==> src/rtl/l2c_pkg.sv <==
// Shared L2C epoch-controller definitions: field widths, register map and FSM encoding.
// Pure declarations; no logic and no flow control.
package l2c_pkg;

  localparam int EPC_W    = 3;
  localparam int EPC_RD_W = 16;

  localparam logic [1:0] EPC_REG_CTRL    = 2'd0;
  localparam logic [1:0] EPC_REG_PERIOD  = 2'd1;
  localparam logic [1:0] EPC_REG_MINWAYS = 2'd2;
  localparam logic [1:0] EPC_REG_STAT    = 2'd3;

  typedef enum logic [1:0] {
    EPC_IDLE  = 2'd0,
    EPC_DRAIN = 2'd1,
    EPC_BUMP  = 2'd2
  } epc_state_t;

  // Zero-extends a register field onto the read-data bus.
  function automatic logic [EPC_RD_W-1:0] epc_rd_zext3(input logic [2:0] v);
    return {{(EPC_RD_W-3){1'b0}}, v};
  endfunction

endpackage

==> src/rtl/l2c_epc_timer.sv <==
// Auto-advance period counter: combinational expiry on the last count of each period, frozen when asked.
// No handshake; clr restarts the count at 0 on the next cycle.
module l2c_epc_timer #(
  parameter int PERIOD_W = 16
) (
  input  logic                Clk,
  input  logic                Reset,
  input  logic [PERIOD_W-1:0] period,
  input  logic                clr,
  input  logic                freeze,
  output logic                expire
);

  logic [PERIOD_W-1:0] cnt_q;
  logic                run;

  assign run    = !freeze && !clr && (period != '0);
  assign expire = run && (cnt_q == (period - PERIOD_W'(1)));

  always_ff @(posedge Clk or negedge Reset) begin
    if (!Reset) begin
      cnt_q <= '0;
    end else if (clr) begin
      cnt_q <= '0;
    end else if (expire) begin
      cnt_q <= '0;
    end else if (run) begin
      cnt_q <= cnt_q + PERIOD_W'(1);
    end
  end

endmodule

==> src/rtl/l2c_epc_ctl.sv <==
// Epoch controller for L2C replacement: advances epoch on timer/SW request once lookups drain.
// Epoch visible 3 cycles after an idle request; o_hold stalls new lookups from DRAIN entry until BUMP.
module l2c_epc_ctl
  import l2c_pkg::*;
#(
  parameter int PERIOD_W     = 16,
  parameter int MAX_PEND     = 8,
  parameter int MIN_WAYS_RST = 2
) (
  input  logic              Clk,
  input  logic              Reset,
  input  logic              i_lookup_start,
  input  logic              i_lookup_done,
  input  logic              i_reg_we,
  input  logic              i_reg_re,
  input  logic [1:0]        i_reg_addr,
  input  logic [15:0]       i_reg_wdata,
  output logic [15:0]       o_reg_rdata,
  output logic [EPC_W-1:0]  o_ctl_epoch,
  output logic [2:0]        o_ctl_min_cpu_ways,
  output logic              o_rnd_shift,
  output logic              o_hold,
  output logic              o_epoch_adv,
  output logic              o_err
);

  localparam int                PEND_W   = $clog2(MAX_PEND) + 1;
  localparam logic [PEND_W-1:0] PEND_MAX = PEND_W'(MAX_PEND);

  epc_state_t          state_q, state_d;
  logic [EPC_W-1:0]    epoch_q;
  logic [2:0]          min_ways_q;
  logic [PERIOD_W-1:0] period_q;
  logic [PEND_W-1:0]   pend_q, pend_d;
  logic                pend_err;
  logic                adv_req_q;
  logic                hold_q;
  logic                epoch_adv_q;
  logic                rnd_shift_q;
  logic                err_q;
  logic [15:0]         rdata_q;

  logic wr_ctrl, wr_period, wr_minways, wr_stat;
  logic sw_adv, tmr_expire, adv_any, err_clr;

  assign wr_ctrl    = i_reg_we && (i_reg_addr == EPC_REG_CTRL);
  assign wr_period  = i_reg_we && (i_reg_addr == EPC_REG_PERIOD);
  assign wr_minways = i_reg_we && (i_reg_addr == EPC_REG_MINWAYS);
  assign wr_stat    = i_reg_we && (i_reg_addr == EPC_REG_STAT);

  assign sw_adv  = wr_ctrl && i_reg_wdata[0];
  assign err_clr = wr_stat && i_reg_wdata[15];
  // A fresh request leaves IDLE in the same cycle it arrives, so min latency stays at 3.
  assign adv_any = adv_req_q || sw_adv || tmr_expire;

  l2c_epc_timer #(
    .PERIOD_W (PERIOD_W)
  ) u_timer (
    .Clk    (Clk),
    .Reset  (Reset),
    .period (period_q),
    .clr    (wr_period),
    .freeze (state_q != EPC_IDLE),
    .expire (tmr_expire)
  );

  // Pending lookups: start and done in one cycle cancel; over/underflow saturates and flags.
  always_comb begin
    pend_d   = pend_q;
    pend_err = 1'b0;
    if (i_lookup_start && !i_lookup_done) begin
      if (pend_q == PEND_MAX) begin
        pend_err = 1'b1;
      end else begin
        pend_d = pend_q + PEND_W'(1);
      end
    end else if (!i_lookup_start && i_lookup_done) begin
      if (pend_q == '0) begin
        pend_err = 1'b1;
      end else begin
        pend_d = pend_q - PEND_W'(1);
      end
    end
    if (i_lookup_start && hold_q) begin
      pend_err = 1'b1;
    end
  end

  always_comb begin
    state_d = state_q;
    case (state_q)
      EPC_IDLE:  if (adv_any) state_d = EPC_DRAIN;
      EPC_DRAIN: if (pend_d == '0) state_d = EPC_BUMP;
      EPC_BUMP:  state_d = EPC_IDLE;
      default:   state_d = EPC_IDLE;
    endcase
  end

  always_ff @(posedge Clk or negedge Reset) begin
    if (!Reset) begin
      state_q     <= EPC_IDLE;
      epoch_q     <= '0;
      pend_q      <= '0;
      adv_req_q   <= 1'b0;
      hold_q      <= 1'b0;
      epoch_adv_q <= 1'b0;
      rnd_shift_q <= 1'b0;
    end else begin
      state_q     <= state_d;
      pend_q      <= pend_d;
      hold_q      <= (state_d != EPC_IDLE);
      epoch_adv_q <= (state_q == EPC_BUMP);
      rnd_shift_q <= i_lookup_start;
      if (state_q == EPC_BUMP) begin
        epoch_q <= epoch_q + EPC_W'(1);
      end
      // Requests landing during DRAIN/BUMP fold into the advance already in progress.
      if (state_q == EPC_BUMP) begin
        adv_req_q <= 1'b0;
      end else if (sw_adv || tmr_expire) begin
        adv_req_q <= 1'b1;
      end
    end
  end

  always_ff @(posedge Clk or negedge Reset) begin
    if (!Reset) begin
      min_ways_q <= 3'(MIN_WAYS_RST);
      period_q   <= '0;
      err_q      <= 1'b0;
      rdata_q    <= '0;
    end else begin
      if (wr_minways) begin
        min_ways_q <= i_reg_wdata[2:0];
      end
      if (wr_period) begin
        period_q <= i_reg_wdata[PERIOD_W-1:0];
      end
      if (pend_err) begin
        err_q <= 1'b1;
      end else if (err_clr) begin
        err_q <= 1'b0;
      end
      if (i_reg_re) begin
        case (i_reg_addr)
          EPC_REG_CTRL:    rdata_q <= epc_rd_zext3(epoch_q);
          EPC_REG_PERIOD:  rdata_q <= 16'(period_q);
          EPC_REG_MINWAYS: rdata_q <= epc_rd_zext3(min_ways_q);
          default:         rdata_q <= {err_q, 5'b0, 2'(state_q), 8'(pend_q)};
        endcase
      end
    end
  end

  assign o_reg_rdata        = rdata_q;
  assign o_ctl_epoch        = epoch_q;
  assign o_ctl_min_cpu_ways = min_ways_q;
  assign o_rnd_shift        = rnd_shift_q;
  assign o_hold             = hold_q;
  assign o_epoch_adv        = epoch_adv_q;
  assign o_err              = err_q;

endmodule

==> config.mk <==
export PLATFORM = sky130hd
export DESIGN_NAME = l2c_epc_ctl
export DESIGN_NICKNAME = d
export VERILOG_FILES = /design/src/rtl/l2c_pkg.sv /design/src/rtl/l2c_epc_timer.sv /design/src/rtl/l2c_epc_ctl.sv
export SDC_FILE = /design/constraint.sdc
export NUM_CORES = 1
export LEC_CHECK = 0
export BUFFER_PORTS_ARGS = -buffer_cell sky130_fd_sc_hd__buf_2
export CAP_MARGIN = 20
export CORE_ASPECT_RATIO = 0.9
export CORE_MARGIN = 2
export CORE_UTILIZATION = 44
export CTS_CLUSTER_SIZE = 28
export DETAILED_ROUTE_END_ITERATION = 6
export PLACE_DENSITY = 0.75
export SYNTH_ARGS = -nofsm -noshare
export SYNTH_HDL_FRONTEND = slang
export SYNTH_HIERARCHICAL = 1
export SYNTH_SLANG_ARGS = --single-unit
==> constraint.sdc <==
create_clock -name Clk -period 9.5 [get_ports Clk]
set_input_delay 1.425 -clock Clk [delete_from_list [all_inputs] [get_ports Clk]]
set_output_delay 1.425 -clock Clk [all_outputs]
set_load 0.01 [all_outputs]
* Yosys cells after proc, flatten, opt, wreduce, memory -nomap -nowiden *
Index checks and enable logic that the tools add are counted.

word-level totals
  bits in registers = 65
  bits of input ports = 24
  output and inout port bits = 26
  word-level logic and storage cells = 73

cells by class
  add/sub/neg operators = 5
  equality and inequality tests = 7
  mux-type cells = 20
  reduce and logical (&&, ||, !) cells = 29

operators by type and width
  kind                                                                  count
  16-bit two-way mux                                                    3
  16-bit one-hot mux with 3 select lines                                1
  16-bit by 1-bit adder with 16-bit output, second input constant       1
  16-bit == test                                                        1
  4-bit two-way mux                                                     4
  16-bit nonzero test                                                   1
  16-bit by 1-bit subtractor with 16-bit output, second input constant  1
  1-bit logical AND                                                     12
  1-bit two-way mux                                                     9
  4-bit logical NOT                                                     2
  2-bit nonzero test                                                    4
  2-bit == test, second input constant                                  3
  4-bit by 1-bit adder with 4-bit output, second input constant         1
  2-bit by 1-bit == test with 1-bit output, second input constant       2
  4-bit == test, second input constant                                  1
  1-bit logical NOT                                                     4
  2-bit logical NOT                                                     2
  2-bit two-way mux                                                     2
  2-bit one-hot mux with 2 select lines                                 1
  4-bit by 1-bit subtractor with 4-bit output, second input constant    1
  3-bit by 1-bit adder with 3-bit output, second input constant         1
  1-bit logical OR                                                      3
  3-bit nonzero test                                                    1

* Logic depth before layout (Yosys ltp) *
  word-level depth = 10
  mapped depth = 13
  gate-level depth less buffers = 11

* By module *
Netlist, hierarchy kept.

modules (own cells, without submodules)
  module         instances  cells an instance  area an instance (um^2)  sequential area each (um^2)
  l2c_epc_ctl    1          213                2204.6                   1227.4
  l2c_epc_timer  1          193                1609.0                   400.4

* Worst setup path after synthesis *
No wires, ideal clock.

  path type = input to register
  from = input i_reg_addr[0]
  to = register state_q[0]
  setup time = 66 ps
  arrival = 3833 ps
  data required time = 9434 ps
  setup slack = 5601 ps
  stages = 13
  path buffers = 3
  path through = clkbuf_1 > nand3b_1 > clkinv_1 > clkbuf_1 > nor2_1 > nand2_1 > nor2_1 > nand4_1 > a2111oi_4 > buf_6 > a311oi_1 > a21oi_1 > and2_1

between the ends
  cells in the longest elaborated chain, start to end = 9
  elaborated cells on any way between the ends = 13
  classes of those cells = eq/ne: 1; mux: 2; reduce/logical: 10

ends and longest elaborated chain
  element                                   RTL line             text
  start: declaration                        l2c_epc_ctl.sv:16    input logic [1:0] i_reg_addr,
  2-bit by 1-bit == test with 1-bit output  l2c_epc_ctl.sv:47    assign wr_period = i_reg_we && (i_reg_addr == EPC_REG_PERIOD);
  1-bit logical AND                         l2c_epc_ctl.sv:47
  named net wr_period                       l2c_epc_ctl.sv:43    logic wr_ctrl, wr_period, wr_minways, wr_stat;
  1-bit logical NOT                         l2c_epc_timer.sv:17  assign run = !freeze && !clr && (period != '0);
  1-bit logical AND (2 in series)           l2c_epc_timer.sv:17
  1-bit logical AND                         l2c_epc_timer.sv:18  assign expire = run && (cnt_q == (period - PERIOD_W'(1)));
  named net tmr_expire                      l2c_epc_ctl.sv:44    logic sw_adv, tmr_expire, adv_any, err_clr;
  1-bit logical OR                          l2c_epc_ctl.sv:54    assign adv_any = adv_req_q || sw_adv || tmr_expire;
  2-bit two-way mux                         l2c_epc_ctl.sv:92    EPC_IDLE: if (adv_any) state_d = EPC_DRAIN;
  2-bit one-hot mux with 2 select lines     l2c_epc_ctl.sv:91    case (state_q)
  named net state_d[0]                      l2c_epc_ctl.sv:30    epc_state_t state_q, state_d;
  end signal: assignment                    l2c_epc_ctl.sv:109   state_q <= state_d;
  end: declaration                          l2c_epc_ctl.sv:30

The timed path passes the listed nets, and every way through them passes these cells.
A chain may end at the register's enable or synchronous reset.

* Worst setup path in the final report *
  from = input i_reg_addr[1]
  to = register u_timer.cnt_q[13]

between the ends
  cells in the longest elaborated chain, start to end = 8
  elaborated cells on any way between the ends = 9
  classes of those cells = eq/ne: 1; mux: 2; reduce/logical: 6

ends and longest elaborated chain
  element                                     RTL line             text
  2-bit by 1-bit == test with 1-bit output *  l2c_epc_ctl.sv:47
  1-bit logical AND *                         l2c_epc_ctl.sv:47
  1-bit logical NOT *                         l2c_epc_timer.sv:17
  1-bit logical AND * (2 in series)           l2c_epc_timer.sv:17
  1-bit logical AND *                         l2c_epc_timer.sv:18
  named net tmr_expire                        l2c_epc_ctl.sv:44
  16-bit two-way mux                          l2c_epc_timer.sv:25  end else if (expire) begin
  16-bit two-way mux                          l2c_epc_timer.sv:23  end else if (clr) begin
  end signal: assignment                      l2c_epc_timer.sv:28  cnt_q <= cnt_q + PERIOD_W'(1);
  end: declaration                            l2c_epc_timer.sv:14  logic [PERIOD_W-1:0] cnt_q;

Mark *: on every way through the listed nets, which the timed path passes. The rest lies on a longest branch.

==> flow_summary.json <==
{
  "crit_path_start_kind": "input port",
  "ys_types": 71,
  "min_from": "adv_req_q",
  "dpl.hpwl_um": 6630,
  "coreArea_um2": 8490,
  "fillCellCount": 810,
  "dp.cells": 558,
  "fp-row-count": 32,
  "die_area_um2": 9430,
  "dpl_cell_area_um2": 4130,
  "ant_nets": 0,
  "period_minus_slack_ps": 5150,
  "antenna-diode-count": 0,
  "worstHoldPathType": "flop to flop",
  "drive_gt1_frac": 0.207,
  "antenna_found_initial": 0,
  "drtIter0Drc": 244,
  "cts.htree.levels": 3,
  "final.period_utilization": 0.542,
  "cts_resized": 0,
  "worstPathMaxFanout": 18,
  "async_flop_share": 1.00,
  "synth_edf_count": 0,
  "worst_pin_slew_ps": 1070,
  "grt_pass1_vias": 3005,
  "vdd_drop_max_uv": 94.5,
  "ys_top_cells_by_area": "dfrtp_1 (42%), nand2_1 (7.7%), xnor2_1 (2.8%), xor2_1 (2.5%), o21ai_0 (2.4%)",
  "syn_area_per_cell_um2": 9.39,
  "required_ps": 9730,
  "synthFlopType": "dfrtp_1",
  "start_util": 0.449,
  "worst_setup_path_end_kind": "flop",
  "grt_setup_unrepaired": "no",
  "place.gp.congestion": 0.905,
  "numCtsBuffers": 9,
  "synth_cells": 406,
  "fin_setup_tns_ps": 0,
  "fmax_mhz": 194,
  "final_cells": 574,
  "yosysMostFrequentCell": "nand2_1",
  "insertion_delay_ps": 360,
  "cts_root_buf": "clkbuf_8",
  "final-max-slew-violation-count": 0,
  "tritoncts": "done",
  "ys_seq_area_frac": 0.427,
  "leakagePower_nw": 1.99,
  "arrival_ps": 5380,
  "syn_to_final_growth_pct": 12.9,
  "clk_pin_slew_worst_paths_ps": 70,
  "synth_seq_cells": 65,
  "cts_setup_buffers": 0,
  "routed_wl_um": 9240,
  "drt_pass1_iterations": 5,
  "relSlewSlack": 0.286,
  "drc": 0,
  "run_status": "completed",
  "syn-num-nets": 436,
  "netlist.area_leader.share": 0.420,
  "hold_violations": 0,
  "r2r_start": "period_q[2]",
  "crit_start": "i_reg_addr[1]",
  "ys.warnings.count": 6,
  "wl_per_cell_um": 16.1,
  "power_density_nw_per_um2": 201,
  "crit_type": "input port to flop",
  "drv_cap": 0,
  "yosys.area.top_type": "dfrtp_1",
  "die_w_um": 102,
  "syn_area_um2": 3810,
  "finalNetCount": 480,
  "register_area_um2": 1630,
  "finalClockSkew_ps": 13.2,
  "yosys-top-cells-count": "nand2_1 (78), dfrtp_1 (64), inv_1 (24)",
  "vias": 3245,
  "grt_pass1_wl_um": 15300,
  "overflow": 0,
  "setup_viol": 0,
  "stdcell_area_um2": 4310,
  "die_y_um": 92.3,
  "vias_per_cell": 5.65,
  "grt_max_degree": 66,
  "grt_usage": 0.207,
  "ctsHoldBuffers": 0,
  "clock_sinks": 65,
  "place.port_buffers": 49,
  "multi_input_comb_area_um2": 1990,
  "top_level_ports": 50,
  "rrSetupSlack_ps": 5810,
  "clk_path_buf_depth": 2
}
power by group:
| part | switching [W] | leakage [nW] | total (W) | internal, W |
|---|---|---|---|---|
| Clock | 0.000112 | 0.0822 | 0.000215 | 0.000103 |
| Combinational | 0.000137 | 1.08 | 0.000255 | 0.000118 |
| Sequential | 0.0000701 | 0.833 | 0.000396 | 0.000326 |
critical path, stage by stage:
cell       delay (ps)
buf_2             280
nand3b_1          540
clkinv_1          650
nor2_1            240
nand2_1           400
nor2_1            240
nand4_1           140
a2111oi_4         940
nor2_2            150
a221o_1           350
path summary, 6_finish.rpt:
check                                    endpoint  cells past startpoint
worst max-delay path            u_timer/cnt_q[13]                     10
worst min-delay path                    adv_req_q                      2
worst max register to register  u_timer/cnt_q[13]                      8
worst min register to register          adv_req_q                      2
max in group asynchronous            period_q[14]                      2
min in group asynchronous       u_timer/cnt_q[10]                      2
metal layers:
layer,track usage,part of all wire,vias up
li1,-,-,1527
met1,0.300,0.46,1580
met2,0.313,0.46,124
met3,0.0423,0.063,14
met4,0.0656,0.017,0
met5,0,0,-
metrics by stage:
step                      utilization  setup WS, ps  hold slack (ps)  total power [W]
after detailed placement        0.486          4080              481         0.000651
after global routing            0.507          4010              506         0.000919
after global placement          0.485          4290              478         0.000637
after CTS                       0.507          4440              498         0.000870
after floorplan                     -          5600              449         0.000565
final                           0.507          4350              494         0.000867
logic make-up after synthesis:
kind of cell               Yosys count  synth area share
and+or+nand+nor                    179             0.251
AOI/OAI and AO/OA                   72             0.139
DFF                                 65             0.427
buffers and inverters               43            0.0502
xor gates and xnor gates            23            0.0528
muxes                               18            0.0607
adders and majority gates            6            0.0197
layout by cell type, fill, tap and decap left out, types with 9 or more instances in the layout:
master / instances
dfrtp_1: 64
xnor2_1: 12
inv_1: 24
nand2b_1: 14
o21ai_0: 18
nand2_1: 78
xor2_1: 11
nor2_1: 12
buf_2: 49
nor4_1: 9
clkbuf_8: 10
layout make-up:
class / count / area share
Clock buffer: 11 / 0.0328
Clock inverter: 5 / 0.00930
Inverter: 25 / 0.0218
Multi-Input combinational cell: 298 / 0.463
Sequential cell: 65 / 0.378
Tap cell: 119 / 0.0346
Timing Repair Buffer: 51 / 0.0604
flip-flops by register name, summed over array words and instances (netlist names):
register and flops:
adv_req_q 1, u_timer/cnt_q 16, o_ctl_epoch 3, period_q 16
o_rnd_shift 1, state_q 2, pend_q 4, o_reg_rdata 16
o_hold 1, o_ctl_min_cpu_ways 3, o_err 1, o_epoch_adv 1
No activity file was read; power rests on OpenSTA's default activity.
